$ cat src/rtl/pid_scheduler_if.sv
// pid_scheduler_if: bus between the control unit (UC) and pid_scheduler.
//   UC -> scheduler : DA, flag_saveProc, flag_restoreProc, flag_activate,
//                     flag_kill, sched_en, quantum, switch_ack
//   scheduler -> UC : process, next_process, switch_req, active_mask,
//                     stack_full, stack_empty, quantum_left
// The master modport is the UC side; the slave modport is the scheduler.
interface pid_scheduler_if #(
  parameter int PID_W     = 4,
  parameter int QUANTUM_W = 8
);
  localparam int NPROC = 2 ** PID_W;

  logic [31:0]          DA;
  logic                 flag_saveProc;
  logic                 flag_restoreProc;
  logic                 flag_activate;
  logic                 flag_kill;
  logic                 sched_en;
  logic [QUANTUM_W-1:0] quantum;
  logic                 switch_ack;

  logic [PID_W-1:0]     process;
  logic [PID_W-1:0]     next_process;
  logic                 switch_req;
  logic [NPROC-1:0]     active_mask;
  logic                 stack_full;
  logic                 stack_empty;
  logic [QUANTUM_W-1:0] quantum_left;

  modport master (
    output DA, flag_saveProc, flag_restoreProc, flag_activate, flag_kill,
           sched_en, quantum, switch_ack,
    input  process, next_process, switch_req, active_mask, stack_full,
           stack_empty, quantum_left
  );

  modport slave (
    input  DA, flag_saveProc, flag_restoreProc, flag_activate, flag_kill,
           sched_en, quantum, switch_ack,
    output process, next_process, switch_req, active_mask, stack_full,
           stack_empty, quantum_left
  );
endinterface

$ cat src/rtl/pid_scheduler.sv
// pid_scheduler: scheduling-aware process context block.
// Holds the running PID, a LIFO of interrupted PIDs (nested save/restore),
// an active-process mask, a quantum timer that raises a sticky preemption
// request, and the round-robin successor PID.
// Ports:
//   clk   - single clock, all state updates on the rising edge
//   rst_n - synchronous active-low reset
//   bus   - pid_scheduler_if.slave (UC flags, DA, quantum in; PID state out)
module pid_scheduler #(
  parameter int PID_W       = 4,
  parameter int STACK_DEPTH = 4,
  parameter int QUANTUM_W   = 8
) (
  input  logic             clk,
  input  logic             rst_n,
  pid_scheduler_if.slave   bus
);
  localparam int NPROC = 2 ** PID_W;
  localparam int SP_W  = $clog2(STACK_DEPTH + 1);
  localparam int IDX_W = (STACK_DEPTH > 1) ? $clog2(STACK_DEPTH) : 1;

  logic [PID_W-1:0]     process_reg, process_next;
  logic [NPROC-1:0]     mask_reg, mask_next;
  logic [SP_W-1:0]      sp_reg, sp_next;
  logic                 full_reg, empty_reg;
  logic                 switch_req_reg, switch_req_next;
  logic [QUANTUM_W-1:0] quantum_left_reg, quantum_left_next;
  logic [PID_W-1:0]     stack_mem [STACK_DEPTH];
  logic [PID_W-1:0]     next_pid;

  logic [PID_W-1:0]     da_pid;
  logic [QUANTUM_W-1:0] quantum_load;
  logic                 do_save, do_restore, do_switch, do_push, updated;
  logic [IDX_W-1:0]     wr_idx, rd_idx;
  logic                 unused_da_bits;

  assign da_pid         = bus.DA[PID_W-1:0];
  assign unused_da_bits = ^bus.DA[31:PID_W];
  assign quantum_load   = (bus.quantum == '0) ? QUANTUM_W'(1) : bus.quantum;

  // Priority: save > restore > acknowledged switch. A raised restore flag
  // blocks a switch even when the LIFO is empty and the restore is a no-op.
  assign do_save    = bus.flag_saveProc;
  assign do_restore = !bus.flag_saveProc && bus.flag_restoreProc && !empty_reg;
  assign do_switch  = !bus.flag_saveProc && !bus.flag_restoreProc &&
                      bus.switch_ack && switch_req_reg;
  assign do_push    = do_save && !full_reg;
  assign updated    = do_save || do_restore || do_switch;

  assign wr_idx = IDX_W'(sp_reg);
  assign rd_idx = IDX_W'(sp_reg - SP_W'(1));

  // Round-robin successor: first active PID after the current one, wrapping;
  // falls back to the current PID when nothing else is active.
  always_comb begin
    logic [PID_W-1:0] cand;
    logic             found;
    next_pid = process_reg;
    found    = 1'b0;
    cand     = '0;
    for (int i = 1; i < NPROC; i++) begin
      cand = process_reg + PID_W'(i);
      if (!found && mask_reg[cand]) begin
        next_pid = cand;
        found    = 1'b1;
      end
    end
  end

  always_comb begin
    process_next      = process_reg;
    sp_next           = sp_reg;
    mask_next         = mask_reg;
    switch_req_next   = switch_req_reg;
    quantum_left_next = quantum_left_reg;

    if (do_save) begin
      process_next = da_pid;
      if (do_push) sp_next = sp_reg + SP_W'(1);
    end else if (do_restore) begin
      process_next = stack_mem[rd_idx];
      sp_next      = sp_reg - SP_W'(1);
    end else if (do_switch) begin
      process_next = next_pid;
    end

    // Kill is applied after activate so it wins on the same index.
    if (bus.flag_activate) mask_next[da_pid] = 1'b1;
    if (bus.flag_kill)     mask_next[da_pid] = 1'b0;

    if (updated) begin
      quantum_left_next = quantum_load;
      switch_req_next   = 1'b0;
    end else if (switch_req_reg) begin
      // Pending preemption: counter parks at zero until acknowledged.
      quantum_left_next = '0;
    end else if (!bus.sched_en) begin
      quantum_left_next = quantum_load;
    end else if (quantum_left_reg <= QUANTUM_W'(1)) begin
      quantum_left_next = '0;
      switch_req_next   = 1'b1;
    end else begin
      quantum_left_next = quantum_left_reg - QUANTUM_W'(1);
    end
  end

  always_ff @(posedge clk) begin
    if (!rst_n) begin
      process_reg      <= '0;
      mask_reg         <= NPROC'(1);
      sp_reg           <= '0;
      full_reg         <= 1'b0;
      empty_reg        <= 1'b1;
      switch_req_reg   <= 1'b0;
      quantum_left_reg <= '0;
    end else begin
      process_reg      <= process_next;
      mask_reg         <= mask_next;
      sp_reg           <= sp_next;
      full_reg         <= (sp_next == SP_W'(STACK_DEPTH));
      empty_reg        <= (sp_next == '0);
      switch_req_reg   <= switch_req_next;
      quantum_left_reg <= quantum_left_next;
    end
  end

  // LIFO storage; the stack pointer alone defines validity, so no reset.
  always_ff @(posedge clk) begin
    if (rst_n && do_push) stack_mem[wr_idx] <= process_reg;
  end

  assign bus.process      = process_reg;
  assign bus.next_process = next_pid;
  assign bus.switch_req   = switch_req_reg;
  assign bus.active_mask  = mask_reg;
  assign bus.stack_full   = full_reg;
  assign bus.stack_empty  = empty_reg;
  assign bus.quantum_left = quantum_left_reg;
endmodule

$ cat src/flat_wrapper.sv
// flat-port wrapper written by rule: the top's interface ports become plain ports
module pid_scheduler_flat 
#(
  parameter int PID_W       = 4,
  parameter int STACK_DEPTH = 4,
  parameter int QUANTUM_W   = 8
)
  (clk, rst_n, bus_DA, bus_flag_saveProc, bus_flag_restoreProc, bus_flag_activate, bus_flag_kill, bus_sched_en, bus_quantum, bus_switch_ack, bus_process, bus_next_process, bus_switch_req, bus_active_mask, bus_stack_full, bus_stack_empty, bus_quantum_left);
  pid_scheduler_if #(.PID_W(PID_W), .QUANTUM_W(QUANTUM_W)) bus_i ();
  input  logic clk;
  input  logic rst_n;
  input wire logic [$bits(bus_i.DA)-1:0] bus_DA;
  input wire logic [$bits(bus_i.flag_saveProc)-1:0] bus_flag_saveProc;
  input wire logic [$bits(bus_i.flag_restoreProc)-1:0] bus_flag_restoreProc;
  input wire logic [$bits(bus_i.flag_activate)-1:0] bus_flag_activate;
  input wire logic [$bits(bus_i.flag_kill)-1:0] bus_flag_kill;
  input wire logic [$bits(bus_i.sched_en)-1:0] bus_sched_en;
  input wire logic [$bits(bus_i.quantum)-1:0] bus_quantum;
  input wire logic [$bits(bus_i.switch_ack)-1:0] bus_switch_ack;
  output wire logic [$bits(bus_i.process)-1:0] bus_process;
  output wire logic [$bits(bus_i.next_process)-1:0] bus_next_process;
  output wire logic [$bits(bus_i.switch_req)-1:0] bus_switch_req;
  output wire logic [$bits(bus_i.active_mask)-1:0] bus_active_mask;
  output wire logic [$bits(bus_i.stack_full)-1:0] bus_stack_full;
  output wire logic [$bits(bus_i.stack_empty)-1:0] bus_stack_empty;
  output wire logic [$bits(bus_i.quantum_left)-1:0] bus_quantum_left;
  assign bus_i.DA = bus_DA;
  assign bus_i.flag_saveProc = bus_flag_saveProc;
  assign bus_i.flag_restoreProc = bus_flag_restoreProc;
  assign bus_i.flag_activate = bus_flag_activate;
  assign bus_i.flag_kill = bus_flag_kill;
  assign bus_i.sched_en = bus_sched_en;
  assign bus_i.quantum = bus_quantum;
  assign bus_i.switch_ack = bus_switch_ack;
  assign bus_process = bus_i.process;
  assign bus_next_process = bus_i.next_process;
  assign bus_switch_req = bus_i.switch_req;
  assign bus_active_mask = bus_i.active_mask;
  assign bus_stack_full = bus_i.stack_full;
  assign bus_stack_empty = bus_i.stack_empty;
  assign bus_quantum_left = bus_i.quantum_left;
  pid_scheduler #(.PID_W(PID_W), .STACK_DEPTH(STACK_DEPTH), .QUANTUM_W(QUANTUM_W)) u_core (.clk(clk), .rst_n(rst_n), .bus(bus_i));
endmodule
$ cat config.mk
export PLATFORM = sky130hd
export DESIGN_NAME = pid_scheduler_flat
export DESIGN_NICKNAME = d
export VERILOG_FILES = /design/src/rtl/pid_scheduler_if.sv /design/src/rtl/pid_scheduler.sv /design/src/flat_wrapper.sv
export SDC_FILE = /design/constraint.sdc
export NUM_CORES = 1
export LEC_CHECK = 0
export BUFFER_PORTS_ARGS = -buffer_cell sky130_fd_sc_hd__buf_2
export CAP_MARGIN = 10
export CORE_UTILIZATION = 50
export CTS_CLUSTER_SIZE = 8
export DETAILED_ROUTE_END_ITERATION = 10
export GPL_ROUTABILITY_DRIVEN = 0
export PLACE_DENSITY = 0.73
export SYNTH_ARGS = -nofsm -noshare
export SYNTH_HDL_FRONTEND = slang
export SYNTH_SLANG_ARGS = --single-unit
$ cat constraint.sdc
create_clock -name clk -period 5.21 [get_ports clk]
set_clock_uncertainty 0.15 [all_clocks]
set_input_delay 0.2605 -clock clk [delete_from_list [all_inputs] [get_ports clk]]
set_output_delay 0.2605 -clock clk [all_outputs]
set_load 0.005 [all_outputs]
After elaboration in Yosys (flattened, before gate mapping). Memories as Yosys holds them, arrays and structs flattened. Cells that the tools add are included.

Memory bits (writable): 16. Memories kept: 1. Output and inout bits: 35. Register bits: 34. Word-level logic and storage cells: 174.

Mux-type cells: 79. Reductions and logical operators: 46. Add/sub/neg operators: 18. $lt $le $gt $ge: 18. Bitwise operators: 4. Equal/unequal tests: 1.

Memories: u_core.stack_mem (words 4, bits a word 4, read ports 1, clocked after memory_dff 0, write ports 1, RTL line pid_scheduler.sv:28) `logic [PID_W-1:0] stack_mem [STACK_DEPTH];`.

Operator list (count): 4-bit by 5-bit < comparator with 1-bit output, second input constant (16); 4-bit two-way mux (18); 1-bit binary-select mux with 4-bit select (15); 8-bit two-way mux (5); 1-bit two-way mux (35); 4-bit adder, second input constant (8); 16-bit two-way mux (2); 1-bit logical AND (22); 1-bit zero test (18); 4-bit by 3-bit adder with 4-bit output, second input constant (4); 16-bit bitwise AND (1); 16-bit inverter (1); 16-bit bitwise OR (1); 3-bit two-way mux (3); 4-bit by 2-bit adder with 4-bit output, second input constant (2); 8-bit by 1-bit <= comparator with 1-bit output, second input constant (1); 8-bit zero test (1); 8-bit by 1-bit subtractor with 8-bit output, second input constant (1); 4-bit by 1-bit adder with 4-bit output, second input constant (1); 1-bit demux with 4-bit select (1); 4-bit by 1-bit greater-or-equal comparator with 1-bit output, second input constant (1); 3-bit by 1-bit adder with 3-bit output, second input constant (1); 3-bit equality test, second input constant (1); 3-bit zero test (1); 5 further kinds (6).

Longest topological paths before layout.
Depth after elaboration: 49. Depth in mapped cells: 16. Gate-level depth less buffers: 11.

Worst setup path after synthesis. OpenSTA, ideal clock, no wires.

Path type: reg-to-output. Start: reg u_core.process_reg[1], in the netlist u_core.bus.process[1]. End: out bus_next_process[1]. Data required time: 4.799 ns. Buffers on the path: 4. Slack: 0.384 ns. Stages on the path, launching flop included: 16. Arrival: 4.416 ns. Cell sequence: dfxtp_1 buf_2 clkbuf_1 inv_1 ha_1 buf_2 buf_2 mux4_1 mux2_2 a2111o_1 or3_4 or4_4 a21oi_2 o21bai_2 a31oi_1 nor2_1.

Word-level cells in the longest chain between the ends: 46. Elaborated cells between the ends (all ways): 102. Those cells by class: add/sub: 15; mux: 59; reduce/logical: 28.

RTL lines: from (decl) (RTL line pid_scheduler.sv:22) `logic [PID_W-1:0] process_reg, process_next;`; from (signal assigned) (RTL line pid_scheduler.sv:117) `process_reg <= process_next;`; 4-bit by 1-bit adder with 4-bit output (RTL line pid_scheduler.sv:62) `cand = process_reg + PID_W'(i);`; 1-bit binary-select mux with 4-bit select (RTL line pid_scheduler.sv:63) `if (!found && mask_reg[cand]) begin`; 1-bit two-way mux (implied by the code) (RTL line pid_scheduler.sv:63); 1-bit two-way mux (RTL line pid_scheduler.sv:63); 1-bit zero test (RTL line pid_scheduler.sv:63); 1-bit logical AND (RTL line pid_scheduler.sv:63); 1-bit two-way mux (RTL line pid_scheduler.sv:63); 1-bit zero test (RTL line pid_scheduler.sv:63); [30 not listed]; 1-bit logical AND (RTL line pid_scheduler.sv:63); 1-bit two-way mux (RTL line pid_scheduler.sv:63); 1-bit zero test (RTL line pid_scheduler.sv:63); 1-bit logical AND (RTL line pid_scheduler.sv:63); 1-bit two-way mux (RTL line pid_scheduler.sv:63); 1-bit zero test (RTL line pid_scheduler.sv:63); 1-bit logical AND (RTL line pid_scheduler.sv:63); 4-bit two-way mux * (RTL line pid_scheduler.sv:63); to (decl) (RTL line flat_wrapper.sv:21) `output wire logic [$bits(bus_i.next_process)-1:0] bus_next_process;`.

Mark *: on every way between the ends. The rest lies on a longest branch, timed or not. The select of a mux whose other input is x is not followed.

Worst setup path in the final report.
Start: reg u_core.process_reg[0], in the netlist u_core.bus.process[0]. End: out bus_next_process[1].

Same word-level chain as after synthesis.

==> run summary <==
Worst R2R Start: u_core.bus.process[0]$_SDFFE_PN0P_
DP Cell Count: 649
Sw Pwr: 991 µW
Share of the synthesized area in the top cell type: 15.1%
Hold Path Class: in -> reg
Grt ovf: 0
Clock slew seen by the registers of the worst setup and hold paths: 0.09 ns
Pin count of the biggest net entering global routing: 32
Remaining antenna violation count after routing: 0
Crit start category: flop
RSZ-0062 raised after global routing: false
Synthesized instance count: 506
Crit path max-delay family: simple AND/OR/NAND/NOR gates
Top cells by area, synth: mux4_2 15%, dfxtp_1 15%, edfxtp_1 10%
Final Cycle Share: 93.4%
CTS Hold Buffers Added: 0
Layout area overhead: 9.79%
Crit-path cells: buf_4 > ha_1 > buf_4 > xor2_1 > mux2_2 > a2111o_1 > or3_4 > or4_4 > a21oi_2 > o21bai_2 > a31oi_1 > nor2_1 > buf_2
Cell mode on critical path: buf_4
Final Critical Period: 4.86 ns
Tot GR Track Use: 26.7%
Htree depth: 2
Multi-input gate area in the final layout: 3290 µm²
Hold Vio Cnt, Final: 0
# diodes: 0
FF+latch count, synth: 50
Port bufs: 54
Min-Delay Endpoint: u_core.bus.quantum_left[5]$_SDFF_PN0_
Nets: 610
Ys Warns: 0
Syn Std Cell Area: 4640 µm²
Register-to-Register Path Depth: 12
Comb power frac: 64.3%
# rows: 34
Starting density of the core: 52.4%
Endpoints failing setup: 0
Cell Int Power: 1170 µW
Clk buf depth: 2
Die width: 98.3 µm
Worst-Margin Slew: 0.955 ns
Synth Flop Type: dfxtp_1
Clock power share: 13.0%
First-pass GRT wire length: 20,500 µm
Half-perimeter wire length after placement: 9340 µm
Share of cells above drive strength 1: 25.3%
WP data arrival: 4.45 ns
Asr flop ratio synth: 0%
Die area: 9660 µm²
Leakage power: 0.00200 µW
Min-Delay Path Depth: 3
CP max FO: 31
Slew headroom: 36.2%
PwrDens: 424 nW/µm²
Buf/Inv on CP: 3
Vias in the first global route: 4,076
Status: complete, no violations
Routed WL: 12,800 µm
Finished Layout Cells: 657
TNS Setup: 0 ns
Routed vias/inst: 6.69
Drt first pass iters: 6
Seq. cell area: 1160 µm²
Ports: 83
Clk root buf: clkbuf_8
Initial DRC Count: 345
WP data required: 4.80 ns
Vias: 4,398
Post-synth EDFFs: 16
Setup slack, reg-to-reg: 0.82 ns
Core ar.: 8850 µm²
IR drop worst, VDD: 0.000290 V
Syn avg cell area: 9.16 µm²
Sw Ratio: 45.9%
Die Y: 98.3 µm
CTS tree: built
Sink Count: 50
Crit end category: output pin
Hold Path Origin: bus_quantum[5]
Clk_lat worst skew: 0.31 ns
Reg power frac: 22.7%
Filler cells: 798
R2R Path End: u_core.bus.process[2]$_SDFFE_PN0P_
Initial antenna violation count: 0
Register area share after synthesis: 25.0%
Max incr delay on CP: 0.53 ns
Clock buffer count from CTS: 5
Critical Path Slowest Stage Cell: or4_4
Post-Syn Nets: 568
Max Cap Violations: 0
Fmax: 0.206 GHz
Wire length per cell: 19.4 µm
Max Slew Vio Count: 0
DRC violations left: 0
Most area-hungry cell type in the Yosys netlist: mux4_2
Cell variety after synth: 72
CP Class: reg -> out
==> metal layers <==
layer,vias to the layer above,GRT usage (%),part of all wire [%]
li1,2053,-,-
met1,2121,35.2,42
met2,200,44.1,49
met3,24,4.29,7.3
met4,0,9.87,2.2
met5,-,0,0
==> synthesized netlist by cell type (5+ instances only) <==
cell	instances
dfxtp_1	34
edfxtp_1	16
clkbuf_1	15
buf_2	8
ha_1	14
nand2_1	27
mux4_2	31
nor4_1	8
nor2_1	56
nand2b_1	8
a31oi_1	13
a21oi_1	40
o21ai_0	40
and3_1	10
xor2_1	6
nor2b_1	7
mux2i_1	22
a211oi_1	5
xnor2_1	10
mux2_2	21
nand3_1	12
inv_1	14
nor3_1	7
==> tightest hold or removal path: stages <==
cell and delay (ns):
buf_2 0.08, a21oi_1 0.06, nor2_1 0.07
==> cell families (layout without fill, tap and decap cells) <==
family / count (synthesis) / in the layout / share of synthesized area, %
AO/OA/AOI/OAI: 147 / 147 / 20.5
XOR/XNOR: 16 / 16 / 3.02
adder cells (fa/ha/maj): 14 / 14 / 3.78
buffers and inverters: 43 / 86 / 4.13
flip-flops: 50 / 50 / 25.0
multiplexers: 76 / 76 / 26.0
AND/OR/NAND/NOR: 160 / 160 / 17.5
==> timing repair <==
item | CTS | global route
setup endpoints to repair | 0 | 4
buffers inserted | 0 | 0
gates resized for setup | 0 | 2
==> placed cells by master (no fill, tap or decap), types with 10 or more instances in the layout <==
master,n
edfxtp_1,16
buf_2,54
dfxtp_1,34
inv_1,14
nand3_1,11
and3_1,10
mux4_2,31
o21ai_0,40
nand2_1,27
mux2_2,21
nor2_1,56
mux2i_1,22
ha_1,13
a21oi_1,40
a31oi_1,13
xnor2_1,10
==> area by class of cell <==
class / count / area share [%]
repair buffers: 61 / 6.34
clock buffers: 5 / 1.35
clock inverters: 3 / 0.934
well taps: 108 / 2.65
multi-input cells: 413 / 64.7
flip-flops and latches: 50 / 22.8
inverters: 17 / 1.25
==> power by group through the flow <==
| stage | Sequential, µW | Clock, µW | Combinational [µW] |
|---|---|---|---|
| floorplan | 484 | 0 | 1030 |
| global placement | 496 | 0 | 1330 |
| detailed placement | 498 | 0 | 1350 |
| CTS | 490 | 286 | 1360 |
| global route | 497 | 302 | 1500 |
| finish | 490 | 280 | 1390 |
==> per-stage QoR <==
stage / power [µW] / utilization (%) / setup WS [ns] / hold slack [ns] / cell area, µm²
2_1_floorplan: 1520 / - / 0.384 / 0.249 / 4640
3_3_place_gp: 1830 / 56.1 / 0.538 / 0.359 / 4970
3_5_place_dp: 1850 / 56.1 / 0.479 / 0.369 / 4970
4_1_cts: 2130 / 57.5 / 0.123 / 0.0485 / 5080
5_1_grt: 2300 / 57.5 / 0.101 / 0.0605 / 5090
6_report: 2160 / 57.5 / 0.345 / 0.0485 / 5090
==> worst max path at each step <==
stage / from / to / slack, ns / depth (start not counted)
floorplan: u_core.bus.process[1]$_SDFFE_PN0P_ / bus_next_process[1] / 0.38 / 15
global placement: u_core.bus.process[0]$_SDFFE_PN0P_ / bus_next_process[1] / 0.54 / 12
detailed placement: u_core.bus.process[0]$_SDFFE_PN0P_ / bus_next_process[1] / 0.48 / 12
CTS: u_core.bus.process[0]$_SDFFE_PN0P_ / bus_next_process[1] / 0.12 / 12
global route: u_core.bus.process[2]$_SDFFE_PN0P_ / bus_next_process[1] / 0.10 / 12
finish: u_core.bus.process[0]$_SDFFE_PN0P_ / bus_next_process[1] / 0.35 / 13
Power figures use the tool's default switching activity.
